$ cat config.mk
export PLATFORM = sky130hd
export DESIGN_NAME = photoncore_spi_frame_rx
export DESIGN_NICKNAME = d
export VERILOG_FILES = /design/src/rtl/photoncore_pkg.sv /design/src/rtl/photoncore_tgl_sync.sv /design/src/rtl/photoncore_spi_frame_rx.sv
export SDC_FILE = /design/constraint.sdc
export NUM_CORES = 1
export LEC_CHECK = 0
export ABC_AREA = 0
export CELL_PAD_IN_SITES_DETAIL_PLACEMENT = 0
export CELL_PAD_IN_SITES_GLOBAL_PLACEMENT = 2
export CORE_ASPECT_RATIO = 1.1
export CORE_MARGIN = 2
export CORE_UTILIZATION = 29
export CTS_CLUSTER_DIAMETER = 30
export DETAILED_ROUTE_END_ITERATION = 8
export GPL_TIMING_DRIVEN = 0
export HOLD_SLACK_MARGIN = 0.08
export PLACE_DENSITY = 0.74
export SYNTH_ARGS = -nofsm -noshare
export SYNTH_HDL_FRONTEND = slang
export SYNTH_SLANG_ARGS = --single-unit
$ cat constraint.sdc
create_clock -name spi_clk -period 5.9 [get_ports spi_clk]
set_clock_uncertainty 0.05 [all_clocks]
set_input_delay 0.59 -clock spi_clk [delete_from_list [all_inputs] [get_ports spi_clk]]
set_output_delay 0.59 -clock spi_clk [all_outputs]
set_load 0.01 [all_outputs]
$ cat src/rtl/photoncore_pkg.sv
// Shared opcodes, timeout pattern and frame FSM encoding for the SPI frame receiver.
package photoncore_pkg;

  localparam logic [7:0] OP_WR_PHASE  = 8'h01;
  localparam logic [7:0] OP_RD_ADC    = 8'h02;
  localparam logic [7:0] OP_WR_CAL    = 8'h03;
  localparam logic [7:0] OP_START_FWD = 8'h04;
  localparam logic [7:0] OP_START_CAL = 8'h05;
  localparam logic [7:0] OP_CLR_ERR   = 8'h06;

  localparam logic [15:0] RD_TIMEOUT_PATTERN = 16'hDEAD;

  typedef logic [2:0] state_t;
  localparam state_t ST_IDLE   = 3'd0;
  localparam state_t ST_CMD    = 3'd1;
  localparam state_t ST_ADDR   = 3'd2;
  localparam state_t ST_WDATA  = 3'd3;
  localparam state_t ST_RDUMMY = 3'd4;
  localparam state_t ST_RDATA  = 3'd5;
  localparam state_t ST_DRAIN  = 3'd6;

endpackage

$ cat src/rtl/photoncore_tgl_sync.sv
// Multi-flop synchroniser bringing the core-domain ack toggle into spi_clk.
module photoncore_tgl_sync #(
  parameter int STAGES = 2
) (
  input  logic spi_clk,
  input  logic sys_rst,
  input  logic tgl_i,
  output logic tgl_o
);

  logic [STAGES-1:0] sync_q;

  // Plain shift chain; STAGES must be at least 2.
  always_ff @(posedge spi_clk or posedge sys_rst) begin
    if (sys_rst) sync_q <= '0;
    else         sync_q <= {sync_q[STAGES-2:0], tgl_i};
  end

  assign tgl_o = sync_q[STAGES-1];

endmodule

$ cat src/rtl/photoncore_spi_frame_rx.sv
// SPI mode-0 slave: frames opcode/address/data, hands requests to the core via toggle handshake.
module photoncore_spi_frame_rx
  import photoncore_pkg::*;
#(
  parameter int ADDR_BITS   = 24,
  parameter int DATA_BITS   = 16,
  parameter int SYNC_STAGES = 2
) (
  input  logic                 spi_clk,
  input  logic                 sys_rst,
  input  logic                 spi_cs_n,
  input  logic                 spi_mosi,
  output logic                 spi_miso,
  output logic                 req_tgl,
  input  logic                 ack_tgl,
  output logic [7:0]           cmd_code,
  output logic [ADDR_BITS-1:0] cmd_addr,
  output logic [DATA_BITS-1:0] cmd_wdata,
  input  logic [DATA_BITS-1:0] rd_data,
  output logic                 frame_err,
  output logic                 ovf_err
);

  localparam logic [1:0] ADDR_LAST = 2'(ADDR_BITS / 8 - 1);
  localparam logic [1:0] RD_LAST   = 2'(DATA_BITS / 8 - 1);

  state_t               state_q, state_d;
  logic [2:0]           bit_cnt_q;
  logic [1:0]           byte_cnt_q;
  logic [6:0]           rx_sh_q;
  logic [7:0]           op_q, hi_q;
  logic [ADDR_BITS-1:0] addr_q;
  logic                 req_tgl_q, ferr_q, ovf_q, rd_pend_q, miso_q;
  logic [7:0]           cmd_code_q;
  logic [ADDR_BITS-1:0] cmd_addr_q;
  logic [DATA_BITS-1:0] cmd_wdata_q, tx_q;

  logic                 ack_s, busy, byte_done, word_done;
  logic [7:0]           rx_byte;
  logic                 req_fire, set_ferr, clr_err, load_rd, load_dead;
  logic [7:0]           req_code;
  logic [ADDR_BITS-1:0] req_addr;
  logic [DATA_BITS-1:0] req_wdata;

  photoncore_tgl_sync #(.STAGES(SYNC_STAGES)) u_ack_sync (
    .spi_clk (spi_clk),
    .sys_rst (sys_rst),
    .tgl_i   (ack_tgl),
    .tgl_o   (ack_s)
  );

  // A cs_n-high edge never completes a byte, which gives aborts priority over word issue.
  assign byte_done = !spi_cs_n && (bit_cnt_q == 3'd7);
  assign rx_byte   = {rx_sh_q, spi_mosi};
  assign busy      = req_tgl_q != ack_s;
  assign word_done = (state_q == ST_WDATA) && byte_done && byte_cnt_q[0];

  // State register.
  always_ff @(posedge spi_clk or posedge sys_rst) begin
    if (sys_rst) state_q <= ST_IDLE;
    else         state_q <= state_d;
  end

  // Next-state: frame phase sequencing, cs_n high always returns to IDLE.
  always_comb begin
    state_d = state_q;
    if (spi_cs_n) state_d = ST_IDLE;
    else begin
      case (state_q)
        ST_IDLE, ST_CMD: begin
          state_d = ST_CMD;
          if (byte_done) begin
            if (rx_byte == OP_WR_PHASE || rx_byte == OP_WR_CAL || rx_byte == OP_RD_ADC)
              state_d = ST_ADDR;
            else
              state_d = ST_DRAIN;
          end
        end
        ST_ADDR:   if (byte_done && byte_cnt_q == ADDR_LAST)
                     state_d = (op_q == OP_RD_ADC) ? ST_RDUMMY : ST_WDATA;
        ST_RDUMMY: if (byte_done) state_d = ST_RDATA;
        ST_RDATA:  if (byte_done && byte_cnt_q == RD_LAST) state_d = ST_DRAIN;
        default:   state_d = state_q;
      endcase
    end
  end

  // Output strobes: request issue, error set/clear, read-data load.
  always_comb begin
    req_fire  = 1'b0;
    req_code  = op_q;
    req_addr  = addr_q;
    req_wdata = '0;
    set_ferr  = 1'b0;
    clr_err   = 1'b0;
    load_rd   = 1'b0;
    load_dead = 1'b0;
    if (!spi_cs_n) begin
      case (state_q)
        ST_IDLE, ST_CMD: begin
          if (byte_done) begin
            case (rx_byte)
              OP_START_FWD, OP_START_CAL: begin
                req_fire = 1'b1;
                req_code = rx_byte;
                req_addr = '0;
              end
              OP_CLR_ERR: clr_err = 1'b1;
              OP_WR_PHASE, OP_WR_CAL, OP_RD_ADC: ;
              default: set_ferr = 1'b1;
            endcase
          end
        end
        ST_ADDR: begin
          if (byte_done && byte_cnt_q == ADDR_LAST && op_q == OP_RD_ADC) begin
            req_fire = 1'b1;
            req_addr = {addr_q[ADDR_BITS-9:0], rx_byte};
          end
        end
        ST_WDATA: begin
          if (word_done) begin
            req_fire  = 1'b1;
            req_wdata = {hi_q, rx_byte};
          end
        end
        ST_RDUMMY: begin
          if (rd_pend_q && !busy) load_rd = 1'b1;
          else if (rd_pend_q && byte_done) begin
            load_dead = 1'b1;
            set_ferr  = 1'b1;
          end
        end
        default: ;
      endcase
    end
  end

  // Bit/byte counters and the receive shifter; cs_n high discards partial bytes.
  always_ff @(posedge spi_clk or posedge sys_rst) begin
    if (sys_rst) begin
      bit_cnt_q  <= '0;
      byte_cnt_q <= '0;
      rx_sh_q    <= '0;
    end else if (spi_cs_n) begin
      bit_cnt_q  <= '0;
      byte_cnt_q <= '0;
      rx_sh_q    <= '0;
    end else begin
      bit_cnt_q <= bit_cnt_q + 3'd1;
      rx_sh_q   <= {rx_sh_q[5:0], spi_mosi};
      if (byte_done) byte_cnt_q <= (state_d != state_q) ? 2'd0 : byte_cnt_q + 2'd1;
    end
  end

  // Frame fields: opcode, base/running address (wraps naturally), data high byte.
  always_ff @(posedge spi_clk or posedge sys_rst) begin
    if (sys_rst) begin
      op_q   <= '0;
      hi_q   <= '0;
      addr_q <= '0;
    end else if (!spi_cs_n && byte_done) begin
      if (state_q == ST_IDLE || state_q == ST_CMD) op_q <= rx_byte;
      if (state_q == ST_ADDR) addr_q <= {addr_q[ADDR_BITS-9:0], rx_byte};
      if (state_q == ST_WDATA && !byte_cnt_q[0]) hi_q <= rx_byte;
      if (word_done) addr_q <= addr_q + 1'b1;
    end
  end

  // Request register, sticky errors and the outstanding-read flag.
  always_ff @(posedge spi_clk or posedge sys_rst) begin
    if (sys_rst) begin
      req_tgl_q   <= 1'b0;
      cmd_code_q  <= '0;
      cmd_addr_q  <= '0;
      cmd_wdata_q <= '0;
      ferr_q      <= 1'b0;
      ovf_q       <= 1'b0;
      rd_pend_q   <= 1'b0;
    end else begin
      if (req_fire && !busy) begin
        req_tgl_q   <= ~req_tgl_q;
        cmd_code_q  <= req_code;
        cmd_addr_q  <= req_addr;
        cmd_wdata_q <= req_wdata;
      end
      if (clr_err) begin
        ferr_q <= 1'b0;
        ovf_q  <= 1'b0;
      end else begin
        if (set_ferr)         ferr_q <= 1'b1;
        if (req_fire && busy) ovf_q  <= 1'b1;
      end
      if (spi_cs_n)                             rd_pend_q <= 1'b0;
      else if (req_fire && state_q == ST_ADDR)  rd_pend_q <= 1'b1;
      else if (load_rd || load_dead)            rd_pend_q <= 1'b0;
    end
  end

  // Transmit shifter: load read result (or timeout pattern), shift once per RDATA bit.
  always_ff @(posedge spi_clk or posedge sys_rst) begin
    if (sys_rst)                               tx_q <= '0;
    else if (load_rd)                          tx_q <= rd_data;
    else if (load_dead)                        tx_q <= RD_TIMEOUT_PATTERN;
    else if (!spi_cs_n && state_q == ST_RDATA) tx_q <= {tx_q[DATA_BITS-2:0], 1'b0};
  end

  // MISO launches on the falling edge so the host samples it on the next rising edge.
  always_ff @(negedge spi_clk or posedge sys_rst) begin
    if (sys_rst) miso_q <= 1'b0;
    else         miso_q <= (state_q == ST_RDATA) ? tx_q[DATA_BITS-1] : 1'b0;
  end

  assign spi_miso  = miso_q;
  assign req_tgl   = req_tgl_q;
  assign cmd_code  = cmd_code_q;
  assign cmd_addr  = cmd_addr_q;
  assign cmd_wdata = cmd_wdata_q;
  assign frame_err = ferr_q;
  assign ovf_err   = ovf_q;

endmodule

==> summary.md <==
| Metric | Value |
|---|---|
| Worst path top cell family by delay | buffers and inverters |
| Crit-path cells | clkdlybuf4s50_1 |
| Area grow syn2layout | 28.3% |
| Register Area | approximately 3200 um^2 |
| H-tree depth | 4 |
| Reg2reg start | state_q[0]$_DFF_PP0_ |
| Syn_area_per_cell | ~9.6 um^2 |
| DRT antenna net count | 0 |
| Synth Instances | about 600 |
| Net switching fraction of the power | about a quarter |
| FF+latch count, synth | 126 |
| CP Capture Type | output pin |
| Critical path's largest stage delay | about 540 ps |
| Initial DRC count | about 290 |
| RSZ-0062 raised after global routing | no |
| Worst VDD drop | roughly 230 uV |
| Metal-1 WL | 7880 um |
| Highest metal used | met4 |
| Hold buffer count at CTS | 0 |
| Share of layout cells above drive strength 1 | 9.32% |
| Worst-path clk slew | approximately 60 ps |
| GR Overflow Total | 0 |
| GRT Overall Usage | between 15 and 20% |
| Hold path startpoint | u_ack_sync.sync_q[0]$_DFF_PP0_ |
| Max_cap viols | 0 |
| Die width | ~140 um |
| Final setup violation count | 0 |
| Root buffer cell | clkbuf_16 |
| Post-Syn Area | between 5000 and 6000 um^2 |
| Critical Path RT | 5260 ps |
| Worst-path fanout max | 1 |
| Detailed Route WL | ~17,000 um |
| RePlAce Congestion | ~0.86 |
| Metal3 WL | between 600 and 700 um |
| Fillers | roughly 2,000 |
| First-pass GRT wire length | roughly 28,000 um |
| NumNets Final | 732 |
| Internal | roughly 0.0015 W |
| NetSw | ~0.00046 W |
| Final Hold Vio Count | 0 |
| Synth cell types | 55 |
| # diodes | 0 |
| DRC violations left | 0 |
| CP startpoint kind | flop |
| Dpl cells | approximately 940 |
| Top FF cell, synth | dfrtp_1 |
| Reg power frac | a little under half |
| FF-to-FF End | spi_miso$_DFF_NP0_ |
| Vias per inst | between 5 and 6 |
| Crit Path Class | reg -> out |
| EDFF count, synth | 0 |
| Final Non-Filler Cells | about 1,000 |
| Initial antenna violation count | 0 |
| CTS tree | yes |
| Flop2flop setup slack | about 1800 ps |
| Clk_lat worst skew | 410 ps |
| DR vias | about 5,100 |
| Yosys warns | 0 |
| Die height | 153 um |
| Hold Crit Depth | 0 |
| Largest net degree at the start of global routing | 38 |
| PwrDens | 258 nW/um^2 |
| Vias in the first global route | 5,164 |
| CP Depth | 1 |
| CP max stage cell | clkdlybuf4s50_1 |
| CTS Buffer Depth | 2 |
| Status | finished clean |
| Starting Density | 29.6% |
| Final Util | approximately 38% |
| Core area | 19,900 um^2 |
| Leakage power | 3.27 nW |
| Multi-input logic area | between 2000 and 2500 um^2 |
| Num rows | between 50 and 60 |
| Slew Limit Headroom | 49.0% |
| Slew @ Worst Pin | about 760 ps |
| DP HPWL | ~12,000 um |
| Port buffer count | 72 |
| DRT Pass-1 Iters | 7 |
| Comb pwr share | between 3 and 4% |
| Pins over their slew limit | 0 |
| Met2 wire len | just over 8000 um |
| Synthesized Nets | roughly 640 |
| TritonCTS Buffers | 17 |
| Min-Delay Path Class | reg -> reg |
| Sequential share of the synthesized area | a little over half |
| Clock sink count | between 100 and 150 |
| PostCTS Resize Cnt | 0 |
| Clk pwr share | roughly half |
| Post-CTS setup buffer count | 0 |
| WL/cell | ~18 um |
| WP data arrival | ~4300 ps |
| Hold EP | u_ack_sync.sync_q[1]$_DFF_PP0_ |
| Die ar. | ~21,000 um^2 |
| Ys async rst share | 100% |
| Worst Reg-to-Reg Cells | 2 |
| Worst Path Buf+Inv | 1 |
| Num ports | 73 |
cell usage after synthesis, types with 3 or more instances:
library cell | n | area share (%)
nor3b_1 | 3 | 0.38
nor4_1 | 6 | 0.64
a2bb2oi_1 | 5 | 0.75
a21o_1 | 4 | 0.51
a22oi_1 | 24 | 3.1
nor2b_1 | 12 | 1.3
a221o_1 | 4 | 0.68
o2bb2ai_1 | 10 | 1.5
nand3_1 | 32 | 2.7
inv_1 | 10 | 0.64
a31oi_1 | 5 | 0.53
a21oi_1 | 20 | 1.7
and4_1 | 4 | 0.60
mux2_2 | 8 | 1.5
nor3_1 | 10 | 0.85
buf_2 | 17 | 1.4
a211oi_1 | 5 | 0.64
nor2_1 | 31 | 2.0
or3_1 | 4 | 0.43
and3_1 | 9 | 0.96
nand2_1 | 119 | 7.6
and2_1 | 4 | 0.43
nand4_1 | 8 | 0.85
o21ai_0 | 47 | 4.0
a311oi_1 | 5 | 0.75
o311ai_0 | 8 | 1.2
dfrtp_1 | 125 | 53
clkbuf_1 | 27 | 1.7
mux2i_1 | 5 | 0.85
nand2b_1 | 6 | 0.64
ha_1 | 5 | 1.1
layer usage:
| metal | GRT usage [%] | vias to the layer above |
|---|---|---|
| met5 | 0 | - |
| met4 | 7.19 | 0 |
| met3 | 3.10 | 25 |
| met2 | 27.1 | 129 |
| met1 | 21.6 | 2511 |
| li1 | - | 2395 |
worst reg2reg max path: cells and delay by family (launching register included):
kind	cells	cell delay (ps)
DFF	1	430
buffers and inverters	1	240
and+or+nand+nor	1	230
power groups by stage:
stage / clock network [W] / logic [W] / registers (W)
finish: 0.00101 / 0.0000603 / 0.000877
global route: 0.00107 / 0.0000687 / 0.000878
CTS: 0.00103 / 0.0000621 / 0.000877
detailed placement: 0 / 0.0000619 / 0.000893
global placement: 0 / 0.0000561 / 0.000893
floorplan: 0 / 0.0000297 / 0.000891
state kept, by name, indices dropped and copies added (netlist names), 7 cells and up:
name / flops
op_q: 8
cmd_wdata: 16
tx_q: 16
addr_q: 24
hi_q: 8
cmd_addr: 24
cmd_code: 8
rx_sh_q: 7
layout by cell type (no fill, tap or decap), types with 3 or more instances in the layout:
cell / Yosys / layout
a221o_1: 4 / 4
dfrtp_1: 125 / 125
mux2_2: 8 / 8
clkdlybuf4s50_1: 0 / 72
a211oi_1: 5 / 5
a21oi_1: 20 / 20
buf_2: 17 / 17
a2bb2oi_1: 5 / 5
a311oi_1: 5 / 5
nand3_1: 32 / 32
and4_1: 4 / 4
inv_1: 10 / 9
clkinvlp_4: 0 / 6
nand2b_1: 6 / 6
clkbuf_1: 27 / 27
o21ai_0: 47 / 47
nor4_1: 6 / 6
o311ai_0: 8 / 8
and2_1: 4 / 4
clkinv_4: 0 / 3
ha_1: 5 / 5
buf_12: 0 / 3
nor2_1: 31 / 31
or3_1: 4 / 4
clkbuf_16: 0 / 17
nand2_1: 119 / 119
a22oi_1: 24 / 24
nor2b_1: 12 / 12
nor3_1: 10 / 10
a31oi_1: 5 / 5
nand4_1: 8 / 8
inv_6: 0 / 4
and3_1: 9 / 9
nor3b_1: 3 / 3
a21o_1: 4 / 4
o2bb2ai_1: 10 / 10
mux2i_1: 5 / 5
per-stage QoR:
step	hold slack, ps	setup WS [ps]	setup TNS [ps]	instance area [um^2]	power (W)
final	307	994	0	7540	0.00194
after global routing	330	937	0	7540	0.00202
after CTS	316	967	0	7540	0.00197
after detailed placement	303	1310	0	6980	0.000955
after global placement	289	-344	-344	6920	0.000949
after floorplan	281	861	0	5880	0.000921
kinds of logic after synthesis:
group                      share of synthesized area (%)
DFF                                                 53.7
muxes                                               2.38
AOI/OAI and AO/OA                                   18.1
adders and majority gates                           1.06
and+or+nand+nor                                     20.7
xor gates and xnor gates                           0.298
buffers and inverters                               3.90
how the worst max path moves through the flow:
stage / from / end / slack, ps
2_1_floorplan: sys_rst / spi_miso$_DFF_NP0_ / 860
3_3_place_gp: sys_rst / spi_miso$_DFF_NP0_ / -340
3_5_place_dp: sys_rst / spi_miso$_DFF_NP0_ / 1310
4_1_cts: spi_miso$_DFF_NP0_ / spi_miso / 970
5_1_grt: spi_miso$_DFF_NP0_ / spi_miso / 940
6_report: spi_miso$_DFF_NP0_ / spi_miso / 990
area by class of cell:
type                       count  share of cell area, %
sequential                   126                   41.8
multi-input combinational    431                   33.1
timing repair buffer          75                   10.4
clock buffer                  17                   5.64
tap                          252                   4.18
buffer                        45                   2.54
clock inverter                15                   1.84
inverter                      10                  0.548
Power figures use the tool's default switching activity.
